===== src/rtl/mips_multicycle_ctrl.sv =====
// Multicycle MIPS control unit: Moore FSM sequencing lw/sw/R-type/beq/addi/j
// through the shared datapath, with reset-gated write strobes.
module mips_multicycle_ctrl (
    input  logic       clk,
    input  logic       reset,
    input  logic [5:0] Op,
    input  logic [5:0] Funct,
    input  logic       Zero,
    output logic [2:0] ALUControl,
    output logic       ALUSrcA,
    output logic [1:0] ALUSrcB,
    output logic [1:0] PCSrc,
    output logic       IorD,
    output logic       MemWrite,
    output logic       IRWrite,
    output logic       RegDst,
    output logic       MemtoReg,
    output logic       RegWrite,
    output logic       PCEn,
    output logic [3:0] State
);

    localparam logic [5:0] OP_RTYPE = 6'b000000;
    localparam logic [5:0] OP_LW    = 6'b100011;
    localparam logic [5:0] OP_SW    = 6'b101011;
    localparam logic [5:0] OP_BEQ   = 6'b000100;
    localparam logic [5:0] OP_ADDI  = 6'b001000;
    localparam logic [5:0] OP_J     = 6'b000010;

    localparam logic [2:0] ALU_ADD = 3'b010;
    localparam logic [2:0] ALU_SUB = 3'b110;
    localparam logic [2:0] ALU_AND = 3'b000;
    localparam logic [2:0] ALU_OR  = 3'b001;
    localparam logic [2:0] ALU_SLT = 3'b111;

    typedef enum logic [3:0] {
        FETCH    = 4'd0,
        DECODE   = 4'd1,
        MEMADR   = 4'd2,
        MEMRD    = 4'd3,
        MEMWB    = 4'd4,
        MEMWR    = 4'd5,
        EXECUTE  = 4'd6,
        ALUWB    = 4'd7,
        BRANCH   = 4'd8,
        ADDIEXEC = 4'd9,
        ADDIWB   = 4'd10,
        JUMP     = 4'd11
    } state_t;

    state_t     state;
    state_t     nextState;
    logic       pcWrite;
    logic       branch;
    logic       irWriteRaw;
    logic       memWriteRaw;
    logic       regWriteRaw;
    logic [2:0] functAlu;

    always_ff @(posedge clk or posedge reset) begin
        if (reset) state <= FETCH;
        else       state <= nextState;
    end

    // Unused encodings 12-15 fall through the default and recover to FETCH.
    always_comb begin
        nextState = FETCH;
        case (state)
            FETCH:    nextState = DECODE;
            DECODE: begin
                case (Op)
                    OP_LW, OP_SW: nextState = MEMADR;
                    OP_RTYPE:     nextState = EXECUTE;
                    OP_BEQ:       nextState = BRANCH;
                    OP_ADDI:      nextState = ADDIEXEC;
                    OP_J:         nextState = JUMP;
                    default:      nextState = FETCH;
                endcase
            end
            MEMADR:   nextState = (Op == OP_SW) ? MEMWR : MEMRD;
            MEMRD:    nextState = MEMWB;
            EXECUTE:  nextState = ALUWB;
            ADDIEXEC: nextState = ADDIWB;
            default:  nextState = FETCH;
        endcase
    end

    always_comb begin
        functAlu = ALU_ADD;
        case (Funct)
            6'b100000: functAlu = ALU_ADD;
            6'b100010: functAlu = ALU_SUB;
            6'b100100: functAlu = ALU_AND;
            6'b100101: functAlu = ALU_OR;
            6'b101010: functAlu = ALU_SLT;
            default:   functAlu = ALU_ADD;
        endcase
    end

    always_comb begin
        ALUControl  = ALU_ADD;
        ALUSrcA     = 1'b0;
        ALUSrcB     = 2'b00;
        PCSrc       = 2'b00;
        IorD        = 1'b0;
        RegDst      = 1'b0;
        MemtoReg    = 1'b0;
        irWriteRaw  = 1'b0;
        memWriteRaw = 1'b0;
        regWriteRaw = 1'b0;
        pcWrite     = 1'b0;
        branch      = 1'b0;
        case (state)
            FETCH: begin
                ALUSrcB    = 2'b01;
                irWriteRaw = 1'b1;
                pcWrite    = 1'b1;
            end
            DECODE:   ALUSrcB = 2'b11;
            MEMADR, ADDIEXEC: begin
                ALUSrcA = 1'b1;
                ALUSrcB = 2'b10;
            end
            MEMRD:    IorD = 1'b1;
            MEMWR: begin
                IorD        = 1'b1;
                memWriteRaw = 1'b1;
            end
            MEMWB: begin
                MemtoReg    = 1'b1;
                regWriteRaw = 1'b1;
            end
            EXECUTE: begin
                ALUSrcA    = 1'b1;
                ALUControl = functAlu;
            end
            ALUWB: begin
                RegDst      = 1'b1;
                regWriteRaw = 1'b1;
            end
            ADDIWB:   regWriteRaw = 1'b1;
            BRANCH: begin
                ALUSrcA    = 1'b1;
                ALUControl = ALU_SUB;
                PCSrc      = 2'b01;
                branch     = 1'b1;
            end
            JUMP: begin
                PCSrc   = 2'b10;
                pcWrite = 1'b1;
            end
            default: ;
        endcase
    end

    // Strobes are masked by reset directly so nothing writes while held in FETCH.
    assign IRWrite  = irWriteRaw  & ~reset;
    assign MemWrite = memWriteRaw & ~reset;
    assign RegWrite = regWriteRaw & ~reset;
    assign PCEn     = (pcWrite | (branch & Zero)) & ~reset;
    assign State    = state;

endmodule


===== config.mk =====
export PLATFORM = sky130hd
export DESIGN_NAME = mips_multicycle_ctrl
export DESIGN_NICKNAME = d
export VERILOG_FILES = /design/src/rtl/mips_multicycle_ctrl.sv
export SDC_FILE = /design/constraint.sdc
export NUM_CORES = 1
export LEC_CHECK = 0
export ABC_AREA = 1
export CAP_MARGIN = 30
export CORE_UTILIZATION = 30
export CTS_CLUSTER_DIAMETER = 120
export CTS_CLUSTER_SIZE = 30
export DETAILED_ROUTE_END_ITERATION = 10
export PLACE_DENSITY = 0.69
export SYNTH_ARGS = -nofsm -noshare
export SYNTH_HDL_FRONTEND = slang
export SYNTH_SLANG_ARGS = --single-unit

===== constraint.sdc =====
create_clock -name clk -period 1.15 [get_ports clk]
set_clock_uncertainty 0.05 [all_clocks]
set_input_delay 0.115 -clock clk [delete_from_list [all_inputs] [get_ports clk]]
set_output_delay 0.115 -clock clk [all_outputs]
set_load 0.1 [all_outputs]

==> results.toml, run 1 <==
[synth]
yosys.area_share.adder_pct = 0
synth_nets = 116
async_flop_share_pct = 100
ys_ff_latch = 4
synth_top_family_by_area = "simple AND/OR/NAND/NOR gates"
yosysTopAreaCell = "nand2_1"
synthDominantCellAreaShare_pct = 19.9
synth-main-ff-cell = "dfrtp_1"
syn_inst = 101
synth_warnings = 0
synth.area.mux_share_pct = 0
synth-compound-area-share_pct = 7.37
synth_area_um2 = 509
synthTopCellsByArea = "nand2_1 20%, dfrtp_1 20%, nor2_1 19%"
ys_types = 14
synth_seq_area_share_pct = 19.7
yosysMostFrequentCell = "nand2_1"
synth_edf_count = 0
synth_xor_xnor_area_share_pct = 0
yosys.area_share.simple_pct = 58.2
syn_area_per_cell_um2 = 5.04
ys_top_cells_by_count = "27 x nand2_1, 26 x nor2_1, 18 x inv_1"

[clock_network]
cts-root-buf = "clkbuf_4"
cts-buffers-inserted = 3
postCtsHoldBufs = 0
cts_buffer_depth = 2
clock_sinks = 4
htreeDepth = 1

[placement]
hpwl_um = 1920
numPortBuffers = 33
gp_congestion = 0.860
dp_slack_ns = -0.361

[timing]
worstEpCategory = "primary output"
grt_worst_setup_endpoint = "PCEn"

[global_route]
grt_max_degree = 8

[floorplanning]
start_util_pct = 33.0
io_pins = 34
chipHeight_um = 43.2
rows = 14
die_width_um = 43.2

[run_status]
status = "did not finish"
haltStage = "global routing"
stop_error = "[ERROR DPL-0038] Utilization greater than 100%, impossible to legalize"
==> through the flow <==
step           instances  instance area, um^2  hold slack, ns
4_1_cts              185                 1520           0.196
3_5_place_dp         177                 1410           0.420
3_3_place_gp         177                 1410           0.389
2_1_floorplan        101                  664          -0.161
==> kinds of logic after synthesis <==
group           count (synthesis)
compound gates                  7
buf+inv                        20
flops                           4
simple gates                   70
==> timing repair <==
item,CTS
gates resized for setup,17
setup buffers,5
pin swaps,8
setup endpoints to repair,23
==> run 2: changes to the inputs <==
Settings changed: CORE_AREA set to 2 2 63 65, CORE_UTILIZATION 30 to not set, CTS_CLUSTER_DIAMETER 120 to not set, CTS_CLUSTER_SIZE 30 to not set, DIE_AREA set to 0 0 65 67, PLACE_DENSITY 0.69 to not set, PLACE_DENSITY_LB_ADDON set to 0.15.
==> run 2 against run 1 <==
  * The flow now finishes, with violations (setup timing)
  * Synthesized cell count stayed put
  * Synthesized area unchanged
==> results.toml, run 2 <==
[floorplanning]
dieArea_mm2 = 0.00436
rows = 22
core_mm2 = 0.00361
chipHeight_um = 67
io_pins = 34
die_width_um = 65
start_util_pct = 14.1

[critical_path]
start_kind = "register"
cp.arrival_ns = 1.44
path_class = "register to primary output"
path_max_fanout = 5
worst_ep_required_time_ns = 0.99
crit_start = "State[2]"
r2r_start = "State[0]"
endpoint_kind = "primary output"

[drt]
drc = 0
first_pass_iters = 4
viasPerCell = 4.03
drt-initial-drc-count = 5
vias = 886
routed_wl_um = 2080
wl_per_cell_um = 9.43
final_antenna_net_count = 0

[timing]
setup_viol_count_final = 23
finalHoldViolCount = 0
finalCritPeriodShare_pct = 139
fmax_mhz = 624
maxSlewHeadroom_pct = 88.5
worstMarginPinSlew_ns = 0.171
setup_ws_ns = -0.452
grt_setup_unrepaired = "yes"
hold_ws_ns = 0.188
drv_slew = 0
period_minus_slack_ns = 1.60

[pwr]
ir_worst_vdd_uv = 876
p_leak_uw = 0.000750
power_uw = 4030
p_per_area_mw_per_mm2 = 2420

[clock_network]
htreeDepth = 1
cts_tree = "yes"
clk_pin_slew_ns = 0.03
cts-buffers-inserted = 3
cts_buffer_depth = 2
clock_latency_ns = 0.22
clock_sinks = 4
postCtsHoldBufs = 0
cts-root-buf = "clkbuf_8"

[synth]
ys_types = 14
synth_area_um2 = 509
synthTopCellsByArea = "nand2_1 20%, dfrtp_1 20%, nor2_1 19%"
yosysTopAreaCell = "nand2_1"
synthDominantCellAreaShare_pct = 19.9
syn_inst = 101
synth_nets = 116
synth_seq_area_share_pct = 19.7
ys_top_cells_by_count = "27 x nand2_1, 26 x nor2_1, 18 x inv_1"
ys_ff_latch = 4
synth-main-ff-cell = "dfrtp_1"
syn_area_per_cell_um2 = 5.04
synth_edf_count = 0
synth_warnings = 0
yosysMostFrequentCell = "nand2_1"
async_flop_share_pct = 100

[global_route]
grt_pass1_wl_um = 3530
grt_overflow = 0
grt_max_degree = 8
antenna_found_initial = 0
grt_pass1_vias = 850
grt_usage_pct = 10.3

[layout]
mostFrequentLayoutCell = "buf_4"
multi_input_area_um2 = 533
largest_reg_flops = 4
n_fill_cell = 338
fin_cells = 220
drive_gt1_share_pct = 59.9
n_antenna_cell = 0
nets = 189
area_delta_synth_final_pct = 228
final_cell_mix = "26 x buf_4, 19 x buf_12, 16 x nand2_1, 14 x clkdlybuf4s50_1"
seq_area_um2 = 115

[placement]
gp_congestion = 0.766
numPortBuffers = 33
placed_cells = 209
hpwl_um = 1720

[run]
cap_violations = 0

[run_status]
violations = "setup timing"
status = "finished with violations"

[min_path]
hold_path_class = "input port to async pin"
==> run 2: cells by family after synthesis <==
group                  count (synthesis)  share of synthesized area [%]
DFF                                    4                           19.7
buffers and inverters                 20                           14.7
and+or+nand+nor                       70                           58.2
AOI/OAI and AO/OA                      7                           7.37
==> run 2: where the power goes <==
part	leakage (uW)	internal [uW]	switching (uW)
Combinational	0.000682	1390	2010
Sequential	0.0000464	215	127
Clock	0.0000216	223	67.5
Total	0.000750	1830	2200
==> run 2: worst paths after layout <==
path	end	slack [ns]	cells past startpoint
min in group clk	State[1]	0.62	5
hold reg to reg	State[3]	0.76	4
setup / recovery	RegWrite	-0.45	7
setup reg to reg	State[0]	-0.20	6
max in group asynchronous	State[2]	0.74	3
hold / removal	State[0]	0.19	3
==> run 2: stage by stage <==
stage	instance area (um^2)	setup WS [ns]	TNS, ns	utilization [%]
2_1_floorplan	664	-0.920	-9.02	-
3_3_place_gp	1450	-0.320	-3.83	40.1
3_5_place_dp	1450	-0.376	-4.01	40.1
4_1_cts	1560	-0.440	-6.50	43.3
5_1_grt	1670	-0.525	-7.88	46.3
6_report	1670	-0.452	-6.60	46.3
==> run 2: what timing repair did <==
item | 4_1_cts | 5_1_grt
pin swaps | 5 | 10
setup buffers | 4 | 6
hold endpoints to repair | 0 | 0
gates resized for setup | 13 | 20
endpoints found under the setup margin | 23 | 23
==> run 2: per-layer routing <==
metal,share of wire (%),GRT usage [%],routed length (um),vias to the layer above
met1,38,11.2,794,403
met5,0,0,0,-
met3,4.8,1.35,99,4
met2,55,19.7,1150,24
li1,-,-,-,455
met4,1.7,4.79,36,0
==> run 2: critical path: stages (launching register included) <==
cell and delay [ns]:
dfrtp_4 0.52, inv_4 0.12, nor2_4 0.06, nand2_1 0.08, nand3_1 0.09, nand2_2 0.08, clkinvlp_4 0.09, buf_12 0.17
==> run 2: layout make-up <==
cell class / instances / area share [%]
clock buffers: 3 / 2.47
inverters: 20 / 6.22
multi-input cells: 77 / 31.9
flip-flops and latches: 4 / 6.89
well taps: 48 / 3.60
repair buffers: 68 / 48.9
Note: power is estimated with default switching activity, not from simulation.
==> run 3: changes to the inputs <==
Settings changed: TNS_END_PERCENT set to 20.
==> run 3 against run 2 <==
  * Maximum frequency up 1.2%
  * Power down 8.0%
  * Largest cell class unchanged
  * Sequential power down 7.0%
  * Critical endpoint is now PCEn
  * Global-route usage down 1.1 points
  * Register-to-register slack better by 0.04 ns
  * The run still ends with setup timing left
==> results.toml, run 3 (synthesis gave the netlist of run 2 again) <==
[run_status]
status = "finished with violations"
violations = "setup timing"

[clock_network]
clock_sinks = 4
postCtsHoldBufs = 0
cts_tree = "yes"
htreeDepth = 1
cts_buffer_depth = 2
cts-root-buf = "clkbuf_8"
clock_latency_ns = 0.22
clk_pin_slew_ns = 0.03
cts-buffers-inserted = 3

[layout]
final_cell_mix = "26 x buf_4, 19 x buf_12, 17 x nand2_1, 15 x nor2_1, 14 x clkdlybuf4s50_1"
area_delta_synth_final_pct = 195
largest_reg_flops = 4
fin_area_mm2 = 0.00150
nets = 181
n_fill_cell = 363
fin_cells = 212
drive_gt1_share_pct = 54.3
mostFrequentLayoutCell = "buf_4"
n_antenna_cell = 0

[critical_path]
path_max_fanout = 4
cp.arrival_ns = 1.42
r2r_start = "State[1]"
cpMaxStageDelayCell = "dfrtp_4"
path_class = "register to primary output"
worst_ep_required_time_ns = 0.99
endpoint_kind = "primary output"
max_stage_delay_ns = 0.51
path_cells = "inv_4, nor2_4, nand2_4, clkinvlp_4, a21oi_2, nor2_4, buf_12"
worstRegToRegCells = 5
cp_top_family = "flip-flops"
cpMostUsedCell = "nor2_4"
cp.buffers_inverters = 3
start_kind = "register"
r2r_setup_slack_ns = -0.16
r2r_end = "State[3]"

[global_route]
grt_pass1_wl_um = 3190
grt_max_degree = 7
grt_overflow = 0
grt_usage_pct = 9.23
antenna_found_initial = 0
grt_pass1_vias = 758

[pwr]
ir_worst_vdd_uv = 821
p_per_area_mw_per_mm2 = 2470
pwr-share-seq_pct = 8.6
clkPwrFrac_pct = 8.0
switchingPower_uw = 2100
power_uw = 3710
comb_power_share_pct = 83.4
swShare_pct = 56.5
p_leak_uw = 0.000718
p_int_uw = 1610

[drt]
viasPerCell = 3.93
routed_wl_um = 1990
wl_per_cell_um = 9.38
final_antenna_net_count = 0
drt-initial-drc-count = 15
first_pass_iters = 4
drc = 0
vias = 833

[floorplanning]
rows = 22
core_mm2 = 0.00361
io_pins = 34
die_width_um = 65
chipHeight_um = 67
start_util_pct = 14.1
dieArea_mm2 = 0.00436

[run]
cap_violations = 0

[timing]
worstMarginPinSlew_ns = 0.234
fmax_mhz = 631
hold_ws_ns = 0.303
drv_slew = 0
finalHoldViolCount = 0
setup_ws_ns = -0.434
period_minus_slack_ns = 1.58
grt_setup_unrepaired = "yes"
maxSlewHeadroom_pct = 84.4
finalCritPeriodShare_pct = 138
setup_viol_count_final = 23

[placement]
hpwl_um = 1690
numPortBuffers = 33
gp_congestion = 0.818
placed_cells = 206
dp_slack_ns = -0.420
placedInstanceArea_mm2 = 0.00138

[min_path]
hold_path_class = "input port to async pin"
run 3: cell count changes in the layout (fill, tap and decap cells not counted), moves of 3 or more:
| cell | previous run | this run |
|---|---|---|
| nor2_4 | 11 | 7 |
| clkinvlp_4 | 5 | 1 |
| inv_2 | 0 | 6 |
| buf_6 | 9 | 1 |
| nor2_1 | 12 | 15 |
run 3: final cells by class:
| cell class | count | area (um^2) | area share (%) |
|---|---|---|---|
| Multi-Input combinational cell | 77 | 475 | 31.7 |
| Sequential cell | 4 | 115 | 7.67 |
| Timing Repair Buffer | 60 | 727 | 48.5 |
| Tap cell | 48 | 60.1 | 4.00 |
| Inverter | 20 | 81.3 | 5.42 |
| Clock buffer | 3 | 41.3 | 2.75 |
run 3: how the worst max path moves through the flow:
stage	start	depth (start not counted)	slack, ns	endpoint
after floorplan	State[3]	6	-0.92	PCEn
after global placement	Funct[5]	6	-0.33	ALUControl[0]
after detailed placement	Funct[5]	6	-0.42	ALUControl[0]
after CTS	State[3]	7	-0.44	PCEn
after global routing	State[2]	7	-0.49	RegWrite
final	State[3]	7	-0.43	PCEn
run 3: tightest hold or removal path, stage by stage:
cell             delay [ns]
clkdlybuf4s50_1        0.51
inv_1                  0.12
buf_4                  0.14
run 3: repair_timing:
action | 4_1_cts | 5_1_grt
resized for setup | 11 | 13
setup buffers | 2 | 1
endpoints found under the setup margin | 23 | 23
pin swaps | 6 | 6
run 3: through the flow:
| step | setup TNS (ns) | utilization (%) |
|---|---|---|
| CTS | -6.43 | 40.7 |
| detailed placement | -3.80 | 38.1 |
| global route | -7.51 | 41.6 |
| finish | -6.31 | 41.6 |
| global placement | -3.55 | 38.1 |
| floorplan | -10.47 | - |
run 3: power groups by stage:
stage	combinational (uW)	sequential (uW)	clock, uW
after global placement	2920	303	0
after CTS	3040	311	304
final	3100	318	297
after global routing	3220	328	315
after floorplan	1420	606	0
after detailed placement	2930	301	0
run 3: layer usage:
metal  part of all wire [%]  vias to the layer above  track usage [%]
met5                      0                        -                0
met4                   0.75                        0             3.19
met3                    5.8                        2             2.03
met2                     54                       24             17.1
met1                     40                      365             10.3
li1                       -                      442                -
==> run 4: changes to the inputs <==
Settings changed: GPL_TIMING_DRIVEN set to 0.
==> run 4 against run 3 <==
  * The flow still finishes with violations (setup timing)
  * Sequential power increased by 4%
  * Via count shrank 8.5%
  * Non-clock buffer count down 20
  * Worst setup slack worse by 0.014 ns
  * Design area is 14% lower
  * Routed wire length shrank 4.6%
  * Critical endpoint unchanged
==> results.toml, run 4 (synthesis gave the netlist of run 2 again) <==
[clock_network]
cts_buffer_depth = 2
postCtsHoldBufs = 0
cts_tree = "yes"
clock_latency_ns = 0.22
cts-buffers-inserted = 3
clk_pin_slew_ns = 0.04
clock_sinks = 4
htreeDepth = 1
cts-root-buf = "clkbuf_8"

[floorplanning]
start_util_pct = 14.1
die_width_um = 65
rows = 22
io_pins = 34
dieArea_mm2 = 0.00436
chipHeight_um = 67
core_mm2 = 0.00361

[layout]
n_fill_cell = 370
area_delta_synth_final_pct = 154
mostFrequentLayoutCell = "nand2_1"
drive_gt1_share_pct = 45.1
n_antenna_cell = 0
final_cell_mix = "20 x nand2_1, 15 x nor2_1, 14 x clkdlybuf4s50_1, 14 x buf_12, 13 x inv_1"
largest_reg_flops = 4
nets = 161

[global_route]
grt_pass1_wl_um = 3280
grt_max_degree = 8
grt_pass1_vias = 754
grt_overflow = 0
antenna_found_initial = 0
grt_usage_pct = 9.57

[placement]
numPortBuffers = 33
hpwl_um = 1540
dp_slack_ns = -1.30
gp_congestion = 0.760

[drt]
drc = 0
wl_per_cell_um = 9.88
vias = 762
drt-initial-drc-count = 22
viasPerCell = 3.97
first_pass_iters = 4
final_antenna_net_count = 0
routed_wl_um = 1900

[timing]
drv_slew = 0
setup_ws_ns = -0.447
fmax_mhz = 626
maxSlewHeadroom_pct = 81.6
worstMarginPinSlew_ns = 0.278
finalHoldViolCount = 0
setup_viol_count_final = 20
grt_setup_unrepaired = "yes"
period_minus_slack_ns = 1.60
finalCritPeriodShare_pct = 139

[pwr]
ir_worst_vdd_uv = 672
p_leak_uw = 0.000610
power_uw = 3380
p_per_area_mw_per_mm2 = 2610

[critical_path]
path_max_fanout = 5
worst_ep_required_time_ns = 0.99
start_kind = "register"
endpoint_kind = "primary output"
worstRegToRegCells = 6
cp.arrival_ns = 1.43
path_class = "register to primary output"

[run]
cap_violations = 0

[run_status]
status = "finished with violations"
violations = "setup timing"

[min_path]
hold_path_class = "input port to async pin"
[run 4: cell count changes in the layout (fill, tap and decap cells not counted), sizes merged]
cell / delta
buf: -20
[run 4: report_power, final]
group | switching (uW) | total [uW] | internal [uW]
Sequential | 118 | 332 | 214
Combinational | 1840 | 2740 | 896
Clock | 79.2 | 303 | 224
[run 4: metal layers]
layer | vias to the layer above | routed length (um) | track usage, % | share of wire, %
met5 | - | 0 | 0 | 0
met4 | 0 | 0 | 2.39 | 0
met3 | 0 | 109 | 2.70 | 5.7
met2 | 22 | 1020 | 17.0 | 54
met1 | 341 | 772 | 11.3 | 41
li1 | 399 | - | - | -
[run 4: repair_timing]
action / 4_1_cts / 5_1_grt
buffers inserted: 6 / 1
pin swaps: 5 / 4
gates resized for setup: 167 / 11
endpoints found under the setup margin: 23 / 23
[run 4: final cells by class]
| cell class | instances | area, um^2 | share of cell area, % |
|---|---|---|---|
| Inverter | 20 | 83.8 | 6.49 |
| Tap cell | 48 | 60.1 | 4.65 |
| Clock buffer | 3 | 41.3 | 3.19 |
| Multi-Input combinational cell | 77 | 470 | 36.4 |
| Timing Repair Buffer | 40 | 522 | 40.4 |
| Sequential cell | 4 | 115 | 8.91 |
[run 4: per-stage QoR]
step	util, %	hold slack (ns)	TNS (ns)	cells	cell area [um^2]
global route	35.8	0.279	-7.15	192	1290
global placement	27.9	0.470	-19.52	182	1000
detailed placement	27.9	0.477	-19.50	182	1000
finish	35.8	0.229	-5.91	192	1290
CTS	34.8	0.245	-6.27	191	1250
floorplan	-	-0.161	-10.47	101	614
[run 4: final timing paths]
kind | slack, ns | startpoint | endpoint
setup / recovery | -0.45 | State[0] | PCEn
hold / removal | 0.23 | reset | State[1]
setup reg to reg | -0.12 | State[3] | State[2]
hold reg to reg | 0.69 | State[3] | State[0]
max in group asynchronous | 0.61 | reset | State[3]
min in group clk | 0.62 | Op[3] | State[2]
[run 4: worst max-delay path, stage by stage (launching register included)]
cell and delay (ns):
dfrtp_4 0.52, nor2_4 0.17, nand2_2 0.11, nand2_2 0.09, a21oi_4 0.04, nor2_4 0.10, buf_12 0.18
